--- config.mk ---
export PLATFORM = sky130hd
export DESIGN_NAME = adder_byte_sequencer_flat
export DESIGN_NICKNAME = d
export VERILOG_FILES = /design/src/rtl/adder_byte_sequencer_pkg.sv /design/src/rtl/adder_byte_sequencer_if.sv /design/src/rtl/adder_byte_sequencer_operand_assembler.sv /design/src/rtl/adder_byte_sequencer.sv /design/src/flat_wrapper.sv
export SDC_FILE = /design/constraint.sdc
export NUM_CORES = 1
export LEC_CHECK = 0
export CAP_MARGIN = 10
export CORE_MARGIN = 2
export CORE_UTILIZATION = 51
export DETAILED_ROUTE_END_ITERATION = 8
export PLACE_DENSITY = 0.87
export SYNTH_ARGS = -nofsm -noshare
export SYNTH_HDL_FRONTEND = slang
export SYNTH_SLANG_ARGS = --single-unit
--- constraint.sdc ---
create_clock -name clk -period 3.6 [get_ports clk]
set_input_delay 1.08 -clock clk [delete_from_list [all_inputs] [get_ports clk]]
set_output_delay 1.08 -clock clk [all_outputs]
set_load 0.01 [all_outputs]
--- src/rtl/adder_byte_sequencer_pkg.sv ---
// Shared types and constants for the byte-serial front/back end of the 16-bit adder.
package adder_byte_sequencer_pkg;

    typedef enum logic [2:0] {
        LOAD,
        ISSUE,
        SEND_LO,
        SEND_HI,
        RELEASE
    } state_t;

    localparam int BYTES_PER_OP        = 4;
    localparam int DEFAULT_ADD_TIMEOUT = 64;

endpackage

--- src/rtl/adder_byte_sequencer_if.sv ---
// Byte input stream, adder handshake and byte output stream bundled together.
interface adder_byte_sequencer_if;

    logic        in_valid;
    logic [7:0]  in_data;
    logic        in_cin;
    logic        in_ready;

    logic        add_en;
    logic [15:0] add_A;
    logic [15:0] add_B;
    logic        add_cin;
    logic        add_ready;
    logic [15:0] add_sum;
    logic        add_cout;

    logic        out_valid;
    logic [7:0]  out_data;
    logic        out_last;
    logic        out_cout;
    logic        out_ready;
    logic        err_timeout;

    modport master (
        input  in_valid, in_data, in_cin, add_ready, add_sum, add_cout, out_ready,
        output in_ready, add_en, add_A, add_B, add_cin,
               out_valid, out_data, out_last, out_cout, err_timeout
    );

    modport slave (
        output in_valid, in_data, in_cin, add_ready, add_sum, add_cout, out_ready,
        input  in_ready, add_en, add_A, add_B, add_cin,
               out_valid, out_data, out_last, out_cout, err_timeout
    );

endinterface

--- src/rtl/adder_byte_sequencer_operand_assembler.sv ---
// Collects A_lo, A_hi, B_lo, B_hi into operand registers; carry-in is latched with B_hi.
module adder_byte_sequencer_operand_assembler
    import adder_byte_sequencer_pkg::*;
(
    input  logic        clk,
    input  logic        reset,
    input  logic        load,
    input  logic        clr,
    input  logic [7:0]  data,
    input  logic        cin,
    output logic        full,
    output logic [15:0] add_A,
    output logic [15:0] add_B,
    output logic        add_cin
);

    logic [1:0]      byte_cnt;
    logic [3:0][7:0] bytes;
    logic            cin_q;

    always_ff @(posedge clk or posedge reset) begin
        if (reset) begin
            byte_cnt <= '0;
            bytes    <= '0;
            cin_q    <= 1'b0;
        end else if (clr) begin
            byte_cnt <= '0;
        end else if (load) begin
            bytes[byte_cnt] <= data;
            byte_cnt        <= byte_cnt + 2'd1;
            if (byte_cnt == 2'(BYTES_PER_OP - 1))
                cin_q <= cin;
        end
    end

    // Counter wraps to 0 on the last byte, so the next operation starts clean.
    assign full    = load && (byte_cnt == 2'(BYTES_PER_OP - 1));
    assign add_A   = {bytes[1], bytes[0]};
    assign add_B   = {bytes[3], bytes[2]};
    assign add_cin = cin_q;

endmodule

--- src/rtl/adder_byte_sequencer.sv ---
// Drives the 16-bit adder from a byte stream and returns the sum as two bytes.
module adder_byte_sequencer
    import adder_byte_sequencer_pkg::*;
#(
    parameter int TIMEOUT = DEFAULT_ADD_TIMEOUT
) (
    input  logic                   clk,
    input  logic                   reset,
    adder_byte_sequencer_if.master bus
);

    state_t      state, nxt;
    logic [7:0]  timer;
    logic [15:0] sum_q;
    logic        cout_q;
    logic        err_q;
    logic        load, full, capture, abort;

    assign load = bus.in_valid && (state == LOAD);

    adder_byte_sequencer_operand_assembler u_asm (
        .clk     (clk),
        .reset   (reset),
        .load    (load),
        .clr     (state == RELEASE),
        .data    (bus.in_data),
        .cin     (bus.in_cin),
        .full    (full),
        .add_A   (bus.add_A),
        .add_B   (bus.add_B),
        .add_cin (bus.add_cin)
    );

    always_comb begin
        nxt     = state;
        capture = 1'b0;
        abort   = 1'b0;
        case (state)
            LOAD:    if (full) nxt = ISSUE;
            // timer==0 is the guard cycle: a stale ready from the adder is not trusted.
            ISSUE: begin
                if (timer != 8'd0 && bus.add_ready) begin
                    capture = 1'b1;
                    nxt     = SEND_LO;
                end else if (timer == 8'(TIMEOUT - 1)) begin
                    abort = 1'b1;
                    nxt   = RELEASE;
                end
            end
            SEND_LO: if (bus.out_ready) nxt = SEND_HI;
            SEND_HI: if (bus.out_ready) nxt = RELEASE;
            RELEASE: if (!bus.add_ready) nxt = LOAD;
            default: nxt = LOAD;
        endcase
    end

    always_ff @(posedge clk or posedge reset) begin
        if (reset) begin
            state  <= LOAD;
            timer  <= '0;
            sum_q  <= '0;
            cout_q <= 1'b0;
            err_q  <= 1'b0;
        end else begin
            state <= nxt;
            timer <= (state == ISSUE) ? timer + 8'd1 : 8'd0;
            err_q <= abort;
            if (capture) begin
                sum_q  <= bus.add_sum;
                cout_q <= bus.add_cout;
            end
        end
    end

    // Outputs decode straight from state so an async reset drops add_en at once.
    always_comb begin
        bus.out_data = 8'd0;
        case (state)
            SEND_LO: bus.out_data = sum_q[7:0];
            SEND_HI: bus.out_data = sum_q[15:8];
            default: bus.out_data = 8'd0;
        endcase
    end

    assign bus.in_ready    = (state == LOAD);
    assign bus.add_en      = (state == ISSUE);
    assign bus.out_valid   = (state == SEND_LO) || (state == SEND_HI);
    assign bus.out_last    = (state == SEND_HI);
    assign bus.out_cout    = cout_q;
    assign bus.err_timeout = err_q;

endmodule

--- src/flat_wrapper.sv ---
// flat-port wrapper written by rule: the top's interface ports become plain ports
module adder_byte_sequencer_flat import adder_byte_sequencer_pkg::*;
#(
    parameter int TIMEOUT = DEFAULT_ADD_TIMEOUT
)
  (clk, reset, bus_in_valid, bus_in_data, bus_in_cin, bus_add_ready, bus_add_sum, bus_add_cout, bus_out_ready, bus_in_ready, bus_add_en, bus_add_A, bus_add_B, bus_add_cin, bus_out_valid, bus_out_data, bus_out_last, bus_out_cout, bus_err_timeout);
  adder_byte_sequencer_if bus_i ();
  input  logic clk;
  input  logic reset;
  input wire logic [$bits(bus_i.in_valid)-1:0] bus_in_valid;
  input wire logic [$bits(bus_i.in_data)-1:0] bus_in_data;
  input wire logic [$bits(bus_i.in_cin)-1:0] bus_in_cin;
  input wire logic [$bits(bus_i.add_ready)-1:0] bus_add_ready;
  input wire logic [$bits(bus_i.add_sum)-1:0] bus_add_sum;
  input wire logic [$bits(bus_i.add_cout)-1:0] bus_add_cout;
  input wire logic [$bits(bus_i.out_ready)-1:0] bus_out_ready;
  output wire logic [$bits(bus_i.in_ready)-1:0] bus_in_ready;
  output wire logic [$bits(bus_i.add_en)-1:0] bus_add_en;
  output wire logic [$bits(bus_i.add_A)-1:0] bus_add_A;
  output wire logic [$bits(bus_i.add_B)-1:0] bus_add_B;
  output wire logic [$bits(bus_i.add_cin)-1:0] bus_add_cin;
  output wire logic [$bits(bus_i.out_valid)-1:0] bus_out_valid;
  output wire logic [$bits(bus_i.out_data)-1:0] bus_out_data;
  output wire logic [$bits(bus_i.out_last)-1:0] bus_out_last;
  output wire logic [$bits(bus_i.out_cout)-1:0] bus_out_cout;
  output wire logic [$bits(bus_i.err_timeout)-1:0] bus_err_timeout;
  assign bus_i.in_valid = bus_in_valid;
  assign bus_i.in_data = bus_in_data;
  assign bus_i.in_cin = bus_in_cin;
  assign bus_i.add_ready = bus_add_ready;
  assign bus_i.add_sum = bus_add_sum;
  assign bus_i.add_cout = bus_add_cout;
  assign bus_i.out_ready = bus_out_ready;
  assign bus_in_ready = bus_i.in_ready;
  assign bus_add_en = bus_i.add_en;
  assign bus_add_A = bus_i.add_A;
  assign bus_add_B = bus_i.add_B;
  assign bus_add_cin = bus_i.add_cin;
  assign bus_out_valid = bus_i.out_valid;
  assign bus_out_data = bus_i.out_data;
  assign bus_out_last = bus_i.out_last;
  assign bus_out_cout = bus_i.out_cout;
  assign bus_err_timeout = bus_i.err_timeout;
  adder_byte_sequencer #(.TIMEOUT(TIMEOUT)) u_core (.clk(clk), .reset(reset), .bus(bus_i));
endmodule
# --- Word-level counts from Yosys, hierarchy flattened ---
# Index checks and enable logic that the tools add are counted.
op_classes:
  addsub: 2
  mul: 0
  div_mod_pow: 0
  magnitude_cmp: 2
  eq_ne: 11
  n_shift: 0
  muxes: 19
  bitwise: 1
  n_reduce_logical: 11
op_table:
  columns: ["op", "n"]
  rows:
  - ["$bwmux W32", 1]
  - ["$mux W3", 6]
  - ["$demux W8 S2", 1]
  - ["$mux W8", 2]
  - ["$pmux W8 S2", 1]
  - ["$pmux W3 S5", 1]
  - ["$add A8 B1 Y8 const B", 1]
  - ["$eq A8 B6 Y1 const B", 1]
  - ["$reduce_bool A8 Y1", 1]
  - ["$eq A3 B2 Y1 const B", 2]
  - ["$ne A2 B2 Y1 const B", 3]
  - ["$mux W1", 5]
  - ["$reduce_and A5 Y1", 1]
  - ["$logic_and A1 B1 Y1", 4]
  - ["$mux W2", 2]
  - ["$eq A3 B1 Y1 const B", 1]
  - ["$eq A3 B3 Y1 const B", 1]
  - ["$logic_not A3 Y1", 1]
  - ["$lt A2 B3 Y1 const B", 1]
  - ["$ne A3 B1 Y1 const B", 1]
  - ["$reduce_and A3 Y1", 1]
  - ["$add A2 B1 Y2 const B", 1]
  - ["$eq A2 B2 Y1 const B", 1]
  - ["$ge A2 B1 Y1 const B", 1]
  - ["5 further kinds", 5]
totals:
  reg_bits: 64
  latchBits: 0
  ramBits: 0
  mem_bits_ro: 0
  in_bits: 31
  output_inout_bits: 47
  word_cells: 57
  mem_count: 0

# --- Logic depth before layout (Yosys ltp) ---
logic_depth:
  word_depth: 5
  depth_mapped: 6
  mapped_depth_nobuf: 5

# --- Modules after synthesis ---
# Synthesis repeated with hierarchy kept, for this count alone.
hier_totals:
  hier_cells: 203
  area_unflattened_um2: 2865.2
by_module_without_submodules:
  columns: ["module", "instances", "cells_each", "area_per_inst_um2", "seq_area_each_um2"]
  rows:
  - ["adder_byte_sequencer", 1, 118, 1432.6, 725.7]
  - ["adder_byte_sequencer_operand_assembler", 1, 85, 1432.6, 875.8]

# --- Worst setup path before layout ---
# Ideal clock, no wire load.
synth_path:
  path_kind: "register to output"
  startpoint: "register u_core.state[0]"
  endpoint: "output port bus_out_data[0]"
  arrival_ns: 1.134
  required_ns: 2.520
  path_slack_ns: 1.386
  path_stages_with_launch: 5
  n_path_buf: 2
  cell_sequence: "dfrtp_1 > buf_4 > clkbuf_1 > mux2i_1 > nor2_1"
synth_via:
  elab_chain_len: 2
  word_cells_on_any_way: 3
  classes_between: "2 x eq/ne; 1 x mux"
synth_lines:
  columns: ["item", "line", "rtl"]
  rows:
  - ["from (decl)", "adder_byte_sequencer.sv:12", "state_t state, nxt;"]
  - ["from (signal assigned)", "adder_byte_sequencer.sv:65", "state <= nxt;"]
  - ["$eq A3 B2 Y1", "adder_byte_sequencer.sv:78", "case (state)"]
  - ["$pmux W8 S2 (*)", "adder_byte_sequencer.sv:78", null]
  - ["to (decl)", "flat_wrapper.sv:23", "output wire logic [$bits(bus_i.out_data)-1:0] bus_out_data;"]
# Mark *: on every way between the ends. The rest lies on a longest branch, timed or not.

# --- Worst setup path after layout ---
layout_path:
  startpoint: "register u_core.state[2]"
  endpoint: "output port bus_out_last"
layout_via:
  elab_chain_len: 1
layout_lines:
  columns: ["item", "line", "rtl"]
  rows:
  - ["$eq A3 B2 Y1", "adder_byte_sequencer.sv:88", "assign bus.out_last = (state == SEND_HI);"]
  - ["to (decl)", "flat_wrapper.sv:24", "output wire logic [$bits(bus_i.out_last)-1:0] bus_out_last;"]
# No other way between the ends.

==> results.toml <==
[floorplanning]
die_area_um2 = 6080
io_pins = 78
initial_core_util = 0.536
num_rows = 26
core_area_um2 = 5200
fp.dieH_um = 78.0
die_width_um = 78.0

[worst_setup_path]
reg2regPathDepth = 4
crit_type = "reg2out"
crit_fanout = 10
crit_path_end_kind = "output pin"
arrival_ps = 1960
start_kind = "flop"
critPathMaxStageDelay_ps = 530
slowest_stage = "clkdlybuf4s50_1"
worstPathCellList = "nand2b_1 -> inv_1 -> and2_1 -> clkdlybuf4s50_1"
cp_data_required_time_ps = 2520

[finish]
nFillCells = 363
multi_input_area_um2 = 1120
diodes = 0
syn2layout_area_growth_pct = 39.6
postLayoutCellArea_um2 = 3890
drive_above_1_share = 0.256
num-nets-final = 329
seq_area_um2 = 1600
fin_cells = 367

[drt]
vias_per_cell = 5.25
routed_wl_mm = 5.61
post_drt_wl_per_cell_um = 15.3
final_antenna_net_count = 0
drt_iter0_drc = 78
remaining_drc_errors = 0
firstDrtPassIters = 4
num_vias = 1926

[logic_synthesis]
netlist_instances = 207
synthesis.area_um2 = 2790
synth_seq_cells = 64
ys.flop_type = "dfrtp_1"
seq_area_frac_synth = 0.574
yosysWarnings = 0
synth_edf_count = 0
synth-async-reset-ratio = 1.00
avgSynthCellArea_um2 = 13.5
synth.distinct_cells = 36
synthesis.nets = 244

[timing]
rsz0062_at_grt = "no"
max_freq_mhz = 329
hold_viol = 0
setup_viol_count_final = 0
whs_ps = 506
finalSetupTns_ps = 0
max-slew-margin-rel = 0.538
period_minus_slack_ps = 3040
final_max_slew_viol_count = 0
tightest_slew_ps = 692
finalCritPeriodShare = 0.844
clock_skew_ps = 4.24

[clocking]
cts_buffers = 9
tritoncts = "built"
cts_num_sinks = 64
hold_buffers = 0
cts-resized-gates = 0
h-tree-depth = 3
clock_path_buffers = 2
ctsRootBufferMaster = "clkbuf_8"
path_clk_slew_ps = 70
clk_latency_ps = 330
cts_setup_buffers = 0

[min_path]
hold_class = "reg2reg"
whs_path_depth = 1

[placed_design]
hpwl_mm = 3.95
postPlaceCellArea_um2 = 3650
dp.cells = 351
io_buffers = 77
place_congestion = 0.753

[status]
outcome = "finished clean"

[power_and_ir_drop]
p_total_w = 0.00336
leakagePower_nw = 1.67
vdd_drop_max_uv = 488
power_density_nw_per_um2 = 864

[grt]
grt_pass1_vias = 1989
globalRouteTotalUtil = 0.202
grt_pass1_wl_mm = 9.53
antenna_found_initial = 0
grt_max_degree = 34
overflow = 0

[job]
maxCapViolCount = 0
-- worst paths after layout --
check / slack, ps / endpoint / start
hold / removal: 510 / u_core.u_asm.add_A[10]$_DFFE_PP0P_ / u_core.u_asm.add_A[10]$_DFFE_PP0P_
hold reg to reg: 510 / u_core.u_asm.add_A[10]$_DFFE_PP0P_ / u_core.u_asm.add_A[10]$_DFFE_PP0P_
setup / recovery: 560 / bus_out_last / u_core.state[2]$_DFFE_PP0P_
min in group asynchronous: 1170 / u_core.bus.out_cout$_DFFE_PP0P_ / reset
setup reg to reg: 1660 / u_core.bus.out_cout$_DFFE_PP0P_ / u_core.state[1]$_DFFE_PP0P_
max in group asynchronous: 1820 / u_core.u_asm.add_B[14]$_DFFE_PP0P_ / reset
-- routing by layer --
| metal | share of wire | up-vias | wire length (um) | GRT usage |
|---|---|---|---|---|
| met3 | 0.069 | 8 | 387 | 0.0477 |
| met4 | 0.015 | 0 | 85 | 0.0842 |
| met1 | 0.45 | 933 | 2530 | 0.271 |
| li1 | - | 901 | - | - |
| met2 | 0.46 | 84 | 2610 | 0.318 |
| met5 | 0 | - | 0 | 0 |
-- registers in the layout (all words and copies together), names as in the netlist, 2 cells and up --
name and cells:
u_core.state 3, u_core.sum_q 16, u_core.timer 8, u_core.u_asm.add_A 16, u_core.u_asm.add_B 16, u_core.u_asm.byte_cnt 2
-- where the power goes --
group,internal [W],switching [W]
Clock,0.000461,0.000280
Combinational,0.000841,0.000556
Sequential,0.00104,0.000189
Total,0.00234,0.00102
-- cell usage after synthesis, types with 3 or more instances --
cell type  number  share of area
dfrtp_1        64           0.57
mux2_2         50           0.20
nor2_1         13          0.017
inv_1           8          0.011
mux2i_1         8          0.029
ha_1            6          0.027
a21oi_1         5         0.0090
clkbuf_1        4         0.0054
nand3_1         4         0.0072
o21ai_0         4         0.0072
and2_1          3         0.0067
nand3_2         3          0.011
or3_1           3         0.0067
-- worst max-delay path: cells and delay by family, from the launching register on --
family	cells	cell delay (ps)
and+or+nand+nor	2	470
buffers and inverters	2	710
DFF	1	440
-- cell usage in the layout, fill, tap and decap left out, types with 4 or more instances in the layout --
cell type,instances
mux2i_1,8
mux2_2,50
inv_1,7
dfrtp_1,64
clkdlybuf4s50_1,77
nor2_1,13
nand3_1,4
a21oi_1,5
ha_1,6
o21ai_0,4
clkbuf_8,9
-- stage by stage --
| step | setup slack [ps] | utilization |
|---|---|---|
| global route | 427 | 0.748 |
| finish | 561 | 0.748 |
| CTS | 540 | 0.748 |
| floorplan | 922 | - |
| detailed placement | 843 | 0.701 |
| global placement | 917 | 0.701 |
-- layout make-up --
cell class / count / share of cell area
Inverter: 8 / 0.00771
Tap cell: 70 / 0.0225
Timing Repair Buffer: 81 / 0.209
Sequential cell: 64 / 0.411
Clock inverter: 7 / 0.0308
Clock buffer: 9 / 0.0318
Multi-Input combinational cell: 128 / 0.287
-- cells by family (layout without fill, tap and decap cells) --
| group | after synthesis | count (layout) | share of synthesized area |
|---|---|---|---|
| and+or+nand+nor | 43 | 43 | 0.0883 |
| adders and majority gates | 6 | 6 | 0.0269 |
| buffers and inverters | 15 | 105 | 0.0256 |
| AOI/OAI and AO/OA | 18 | 18 | 0.0453 |
| muxes | 58 | 58 | 0.230 |
| DFF | 64 | 64 | 0.574 |
| xor gates and xnor gates | 3 | 3 | 0.00942 |
No activity file was read; power rests on OpenSTA's default activity.
